<file path="config.mk">
export PLATFORM = sky130hd
export DESIGN_NAME = fir_job_scheduler
export DESIGN_NICKNAME = d
export VERILOG_FILES = /design/src/rtl/fir_job_scheduler.sv
export SDC_FILE = /design/constraint.sdc
export NUM_CORES = 1
export LEC_CHECK = 0
export ABC_AREA = 1
export CORE_MARGIN = 2
export CORE_UTILIZATION = 30
export CTS_BUF_LIST = sky130_fd_sc_hd__clkbuf_8
export CTS_CLUSTER_SIZE = 16
export DETAILED_ROUTE_END_ITERATION = 8
export SETUP_SLACK_MARGIN = 0.05
export SLEW_MARGIN = 5
export SYNTH_ARGS = -nofsm -noshare
export SYNTH_HDL_FRONTEND = slang
export SYNTH_SLANG_ARGS = --single-unit
</file>
<file path="constraint.sdc">
create_clock -name clk -period 1.45 [get_ports clk]
set_input_delay 0.145 -clock clk [delete_from_list [all_inputs] [get_ports clk]]
set_output_delay 0.145 -clock clk [all_outputs]
set_load 0.005 [all_outputs]
</file>
<file path="src/rtl/fir_job_scheduler.sv">
// fir_job_scheduler
//   Sequences the work issued to the FIR filter core. It sits between the
//   AHB-Lite slave register block and the FIR datapath.
//   - Coefficient-set request: walks F0..F(NUM_COEFFS-1) into the core one at a
//     time, waiting on modwait after each load.
//   - Sample request: issues one computation and records err at completion.
//   - The two request types are arbitrated so they never overlap. Coefficient
//     loads win ties, and a job is never preempted.
//   - A watchdog parks the scheduler in FAULT when the core hangs in a wait.
//
// Ports
//   clk, n_rst           rising-edge clock, async active-low reset
//   new_coefficient_set  level from slave: coefficient load pending
//   data_ready           level from slave: sample pending
//   modwait, err         FIR core busy / error flags
//   clear_fault          one-cycle pulse: leave FAULT
//   load_coeff           pulse: core loads slot coefficient_num
//   coefficient_num      coefficient index (idx register)
//   start_sample         pulse: core starts a computation
//   sample_ack           pulse to slave: clear data_ready
//   coeff_clear          pulse to slave: clear new_coefficient_set
//   busy                 scheduler not IDLE
//   timeout_err          sticky watchdog flag, cleared by clear_fault
//   sample_err           err captured when the last sample job completed
//
// Every output comes from a flop. The issue pulses are registered from the
// next-state decode, so a pulse is high exactly while its state is occupied.
module fir_job_scheduler #(
  parameter int NUM_COEFFS     = 4,
  parameter int CNUM_WIDTH     = 2,
  parameter int TIMEOUT_CYCLES = 64
) (
  input  logic                  clk,
  input  logic                  n_rst,
  input  logic                  new_coefficient_set,
  input  logic                  data_ready,
  input  logic                  modwait,
  input  logic                  err,
  input  logic                  clear_fault,
  output logic                  load_coeff,
  output logic [CNUM_WIDTH-1:0] coefficient_num,
  output logic                  start_sample,
  output logic                  sample_ack,
  output logic                  coeff_clear,
  output logic                  busy,
  output logic                  timeout_err,
  output logic                  sample_err
);

  localparam int WD_W = $clog2(TIMEOUT_CYCLES + 1);
  localparam logic [WD_W-1:0]       WD_LAST  = WD_W'(TIMEOUT_CYCLES - 1);
  localparam logic [CNUM_WIDTH-1:0] IDX_LAST = CNUM_WIDTH'(NUM_COEFFS - 1);

  typedef enum logic [3:0] {
    IDLE,
    LOAD_ISSUE,
    LOAD_BLANK,
    LOAD_WAIT,
    COEFF_DONE,
    SAMPLE_ISSUE,
    SAMPLE_BLANK,
    SAMPLE_WAIT,
    FAULT
  } state_t;

  state_t                state, nxt;
  logic [CNUM_WIDTH-1:0] idx, idx_nxt;
  logic [WD_W-1:0]       wd_cnt;
  logic                  wd_expired;
  logic                  in_wait;

  // wd_cnt counts the cycles spent waiting with modwait high. On the last
  // allowed cycle, a modwait that is still high sends the FSM to FAULT.
  assign wd_expired = (wd_cnt == WD_LAST);
  assign in_wait    = (state == LOAD_WAIT) || (state == SAMPLE_WAIT);

  // coefficient_num is the idx register itself. It therefore stays stable
  // across ISSUE/BLANK/WAIT, and it reads 0 in IDLE because every path back to
  // IDLE clears idx.
  assign coefficient_num = idx;

  always_comb begin
    nxt     = state;
    idx_nxt = idx;
    unique case (state)
      IDLE: begin
        if (new_coefficient_set)  nxt = LOAD_ISSUE;
        else if (data_ready)      nxt = SAMPLE_ISSUE;
      end
      LOAD_ISSUE:   nxt = LOAD_BLANK;
      // The core needs one cycle to raise modwait, so it is not looked at here.
      LOAD_BLANK:   nxt = LOAD_WAIT;
      LOAD_WAIT: begin
        if (modwait) begin
          if (wd_expired) nxt = FAULT;
        end else if (idx == IDX_LAST) begin
          nxt = COEFF_DONE;
        end else begin
          idx_nxt = idx + 1'b1;
          nxt     = LOAD_ISSUE;
        end
      end
      COEFF_DONE: begin
        nxt     = IDLE;
        idx_nxt = '0;
      end
      SAMPLE_ISSUE: nxt = SAMPLE_BLANK;
      SAMPLE_BLANK: nxt = SAMPLE_WAIT;
      SAMPLE_WAIT: begin
        if (modwait) begin
          if (wd_expired) nxt = FAULT;
        end else begin
          nxt = IDLE;
        end
      end
      // Leaving FAULT abandons a partial load. new_coefficient_set is still
      // high, so the next load restarts from F0.
      FAULT: begin
        if (clear_fault) begin
          nxt     = IDLE;
          idx_nxt = '0;
        end
      end
      default: begin
        nxt     = IDLE;
        idx_nxt = '0;
      end
    endcase
  end

  always_ff @(posedge clk or negedge n_rst) begin
    if (!n_rst) begin
      state        <= IDLE;
      idx          <= '0;
      wd_cnt       <= '0;
      load_coeff   <= 1'b0;
      start_sample <= 1'b0;
      sample_ack   <= 1'b0;
      coeff_clear  <= 1'b0;
      busy         <= 1'b0;
      timeout_err  <= 1'b0;
      sample_err   <= 1'b0;
    end else begin
      state <= nxt;
      idx   <= idx_nxt;

      // Any state change restarts the watchdog.
      if (nxt != state)          wd_cnt <= '0;
      else if (in_wait && modwait) wd_cnt <= wd_cnt + 1'b1;

      load_coeff   <= (nxt == LOAD_ISSUE);
      start_sample <= (nxt == SAMPLE_ISSUE);
      sample_ack   <= (nxt == SAMPLE_ISSUE);
      coeff_clear  <= (nxt == COEFF_DONE);
      busy         <= (nxt != IDLE);

      if (state != FAULT && nxt == FAULT)      timeout_err <= 1'b1;
      else if (state == FAULT && nxt == IDLE)  timeout_err <= 1'b0;

      if (state == SAMPLE_WAIT && nxt == IDLE) sample_err <= err;
    end
  end

endmodule

</file>
==> implementation parameters <==
Parameter                              Value

Outcome
  Outcome    finished, violations left
  Violated checks    negative setup slack

Layout
  Area Growth Syn to Fin    74.74%
  Layout filler cell count    304
  Layout net count    about 210
  Area of all placed cells without fillers    around 1900 sq um
  Fraction of layout cells with a size suffix above 1    0.4581
  Post-layout utilization of the core    0.5567
  Ant diodes    0

Power and ir drop
  Power density over the cells    approximately 1700 nW/um^2
  Maximum vdd drop    between 0.8 and 0.9 mV
  Static power due to leakage    0.0009407 uW

Place
  Routability Congestion    between 0.9 and 1
  Port Buffer Count    15
  Instance area after placement    1550 sq um
  Dpl hpwl    just over 2000 um

Detailed routing
  Via density per instance    roughly 4.7
  Number of violations reported at the end of detailed-routing iteration 0    34
  Total Routed Length    3042 um
  Residual antenna-violating net count after detailed routing    0
  Detail-routed net length per standard cell    between 10 and 15 um
  Drt drc    0
  Pre-Repair DR Iteration Count    4
  Vias after detailed routing    around 1200

Synthesis
  Post-Synthesis Net Count    between 150 and 200
  Count of warnings emitted by yosys    0
  Commonest register cell after synthesis    dfrtp_1
  Sequential fraction of the synthesis area    0.4403
  Synthesized flop and latch total    19
  Async S/R FF share, synth    1.000
  Most instantiated cells after synthesis    nand2_1 (28), inv_1 (21), nor2_1 (21)
  Number of distinct library cells after synthesis    19
  Post-Synthesis Cells    144
  Post-Syn Area per Cell    about 7.5 sq um
  Cell area after synthesis    1080 sq um
  Post-synth EDFFs    0
  Biggest area consumer among synthesized cells    dfrtp_1
  Share of the synthesized area in the top cell type    0.4403
  Area contributors post-synth    dfrtp_1 (44%), nand2_1 (9.7%), nand3_1 (8.3%), inv_1 (7.3%), nor2_1 (7.3%)
  Cell with the most instances after synthesis    nand2_1

Die
  Number of top-level pins    16
  Core region area    about 3400 sq um
  Cell Rows    21
  Die extent in y    between 60 and 70 um
  Overall die area    4095 sq um
  Effective utilization at floorplan    0.3186
  Floorplan die width    ~64 um

Timing
  Maximum achievable frequency    ~610 MHz
  Unrepaired setup endpoints after global routing    true
  Clock skew after layout    slightly above 0.001 ns
  Setup ws final    -0.1782 ns
  Count of final hold-check violations    0
  Setup-failing EPs final    12
  Tightest slew margin relative to the limit    0.8051
  Number of max-slew violations in the final report    0
  Final critical path time including I/O delays and setup    1.628 ns
  Final clock period utilization by the worst path    1.123
  Slew of the pin with the lowest slew margin    around 0.29 ns

Global routing
  Via count of the first global-routing pass    1145
  Global routing usage summed across all routing layers    0.1429
  Remaining Overflow, GRT    0
  Pin count of the biggest net entering global routing    20
  Number of antenna violations at the first check in global routing    0
  Global-route wire length before repair    4657 um

Setup path
  Most common cell type on the critical path    nand2_4
  Worst reg-to-reg path cell count    10
  Kind of start point of the critical path    flop
  Data arrival at the endpoint of the critical path    1.81 ns
  Required @ worst endpoint    ~1.6 ns
  Setup CP Type    reg2reg
  Crit end category    flop
  FF-to-FF setup slack    -0.18 ns
  End of the worst register-to-register path    wd_cnt[0]
  Worst setup path endpoint    wd_cnt[0]
  Slowest cell on crit path    dfrtp_1
  Launch point of the worst path    wd_cnt[1]
  Delay of the slowest critical-path stage    0.40 ns
  Cell breakdown of the critical path    ha_4, nand2_4, nor2_4, nand2_4, nand2_4, buf_6, nand3_2, nand2_2, nand3_4, nor3_2
  Critical-path maximum fanout    7
  Worst reg2reg startpoint    wd_cnt[1]

Clock network
  H-tree Lvls    1
  CTS max path bufs    2
  Clock buffers created by TritonCTS    3
  Clock input transition at the sequential cells of the worst setup and hold paths    0.07 ns
  CTS Hold Buffers Added    0
  Root buffer selected by CTS    clkbuf_8
  Clock network latency to the later pin of the worst-skew pair    roughly 0.26 ns
  TritonCTS clock tree    yes
  Number of sinks on the clock net    19

Min path
  Min-Delay Path Class    in2async

Flow run
  Max-cap check violation count    0
through the flow:
stage,setup WS (ns),instances,hold WS [ns],power [uW],setup TNS [ns]
floorplan,-0.06826,144,-0.1506,1482,-0.08718
global placement,-0.3161,240,0.4603,2219,-2.404
detailed placement,-0.3361,240,0.4739,2237,-2.392
CTS,-0.1620,246,0.2224,2809,-1.460
global route,-0.2802,249,0.2349,3489,-2.989
finish,-0.1782,249,0.2151,3240,-1.572
state kept, by name, indices dropped and copies added, names as in the netlist:
| signal | flops |
|---|---|
| wd_cnt | 7 |
| state | 4 |
| coefficient_num | 2 |
| busy | 1 |
| coeff_clear | 1 |
| load_coeff | 1 |
| sample_ack | 1 |
| sample_err | 1 |
| timeout_err | 1 |
timing repair:
action / 4_1_cts / 5_1_grt
endpoints found under the setup margin: 14 / 19
gates cloned: 0 / 0
setup buffers: 2 / 6
pin swaps: 6 / 33
gates resized for setup: 15 / 49
worst max-delay path: cells and delay by family, from the launching register on:
kind | cells | cell delay (ns)
adders and majority gates | 1 | 0.17
and+or+nand+nor | 8 | 0.86
DFF | 1 | 0.40
buffers and inverters | 1 | 0.11
logic make-up after synthesis:
logic type	Yosys count	share of synthesized area
and+or+nand+nor	86	0.3650
buffers and inverters	23	0.08343
DFF	19	0.4403
AOI/OAI and AO/OA	9	0.04750
xor gates and xnor gates	5	0.04055
adders and majority gates	2	0.02317
per-layer routing:
metal | GRT usage | vias up | part of all wire
met1 | 0.1726 | 565 | 0.41
met2 | 0.2513 | 30 | 0.53
met3 | 0.04225 | 6 | 0.051
met4 | 0.02717 | 0 | 0.0095
met5 | 0 | - | 0
li1 | - | 580 | -
placed cells by master (no fill, tap or decap), drive strengths merged:
master         count
buf               41
nand2             30
inv               23
nor2              23
nand3             20
dfrtp             19
clkdlybuf4s50     13
nor3               9
o21ai              5
nand4              4
xor2               4
clkbuf             3
a21oi              3
dlymetal6s2s       2
ha                 2
a21boi             1
xnor2              1
cell type report:
cell class,instances,area [sq um],share of cell area
well taps,46,57.56,0.03050
repair buffers,56,474.2,0.2513
clock inverters,1,3.754,0.001989
flip-flops and latches,19,475.5,0.2520
clock buffers,3,41.29,0.02188
inverters,22,82.58,0.04377
multi-input cells,102,752.0,0.3985
power by group:
group	internal [uW]	leakage [uW]	total [uW]	switching, uW
clock	189	0.0000269	370	181
combinational	986	0.000664	2170	1180
sequential	641	0.000250	703	62.1
how the worst min path moves through the flow:
| stage | start | to | slack (ns) | cells after the start |
|---|---|---|---|---|
| CTS | n_rst | state[1] | 0.22 | 2 |
| detailed placement | sample_err | sample_err | 0.47 | 2 |
| floorplan | n_rst | busy | -0.15 | 0 |
| global placement | sample_err | sample_err | 0.46 | 2 |
| global route | n_rst | state[1] | 0.23 | 2 |
| finish | n_rst | wd_cnt[5] | 0.22 | 2 |
No activity file was read; power rests on OpenSTA's default activity.
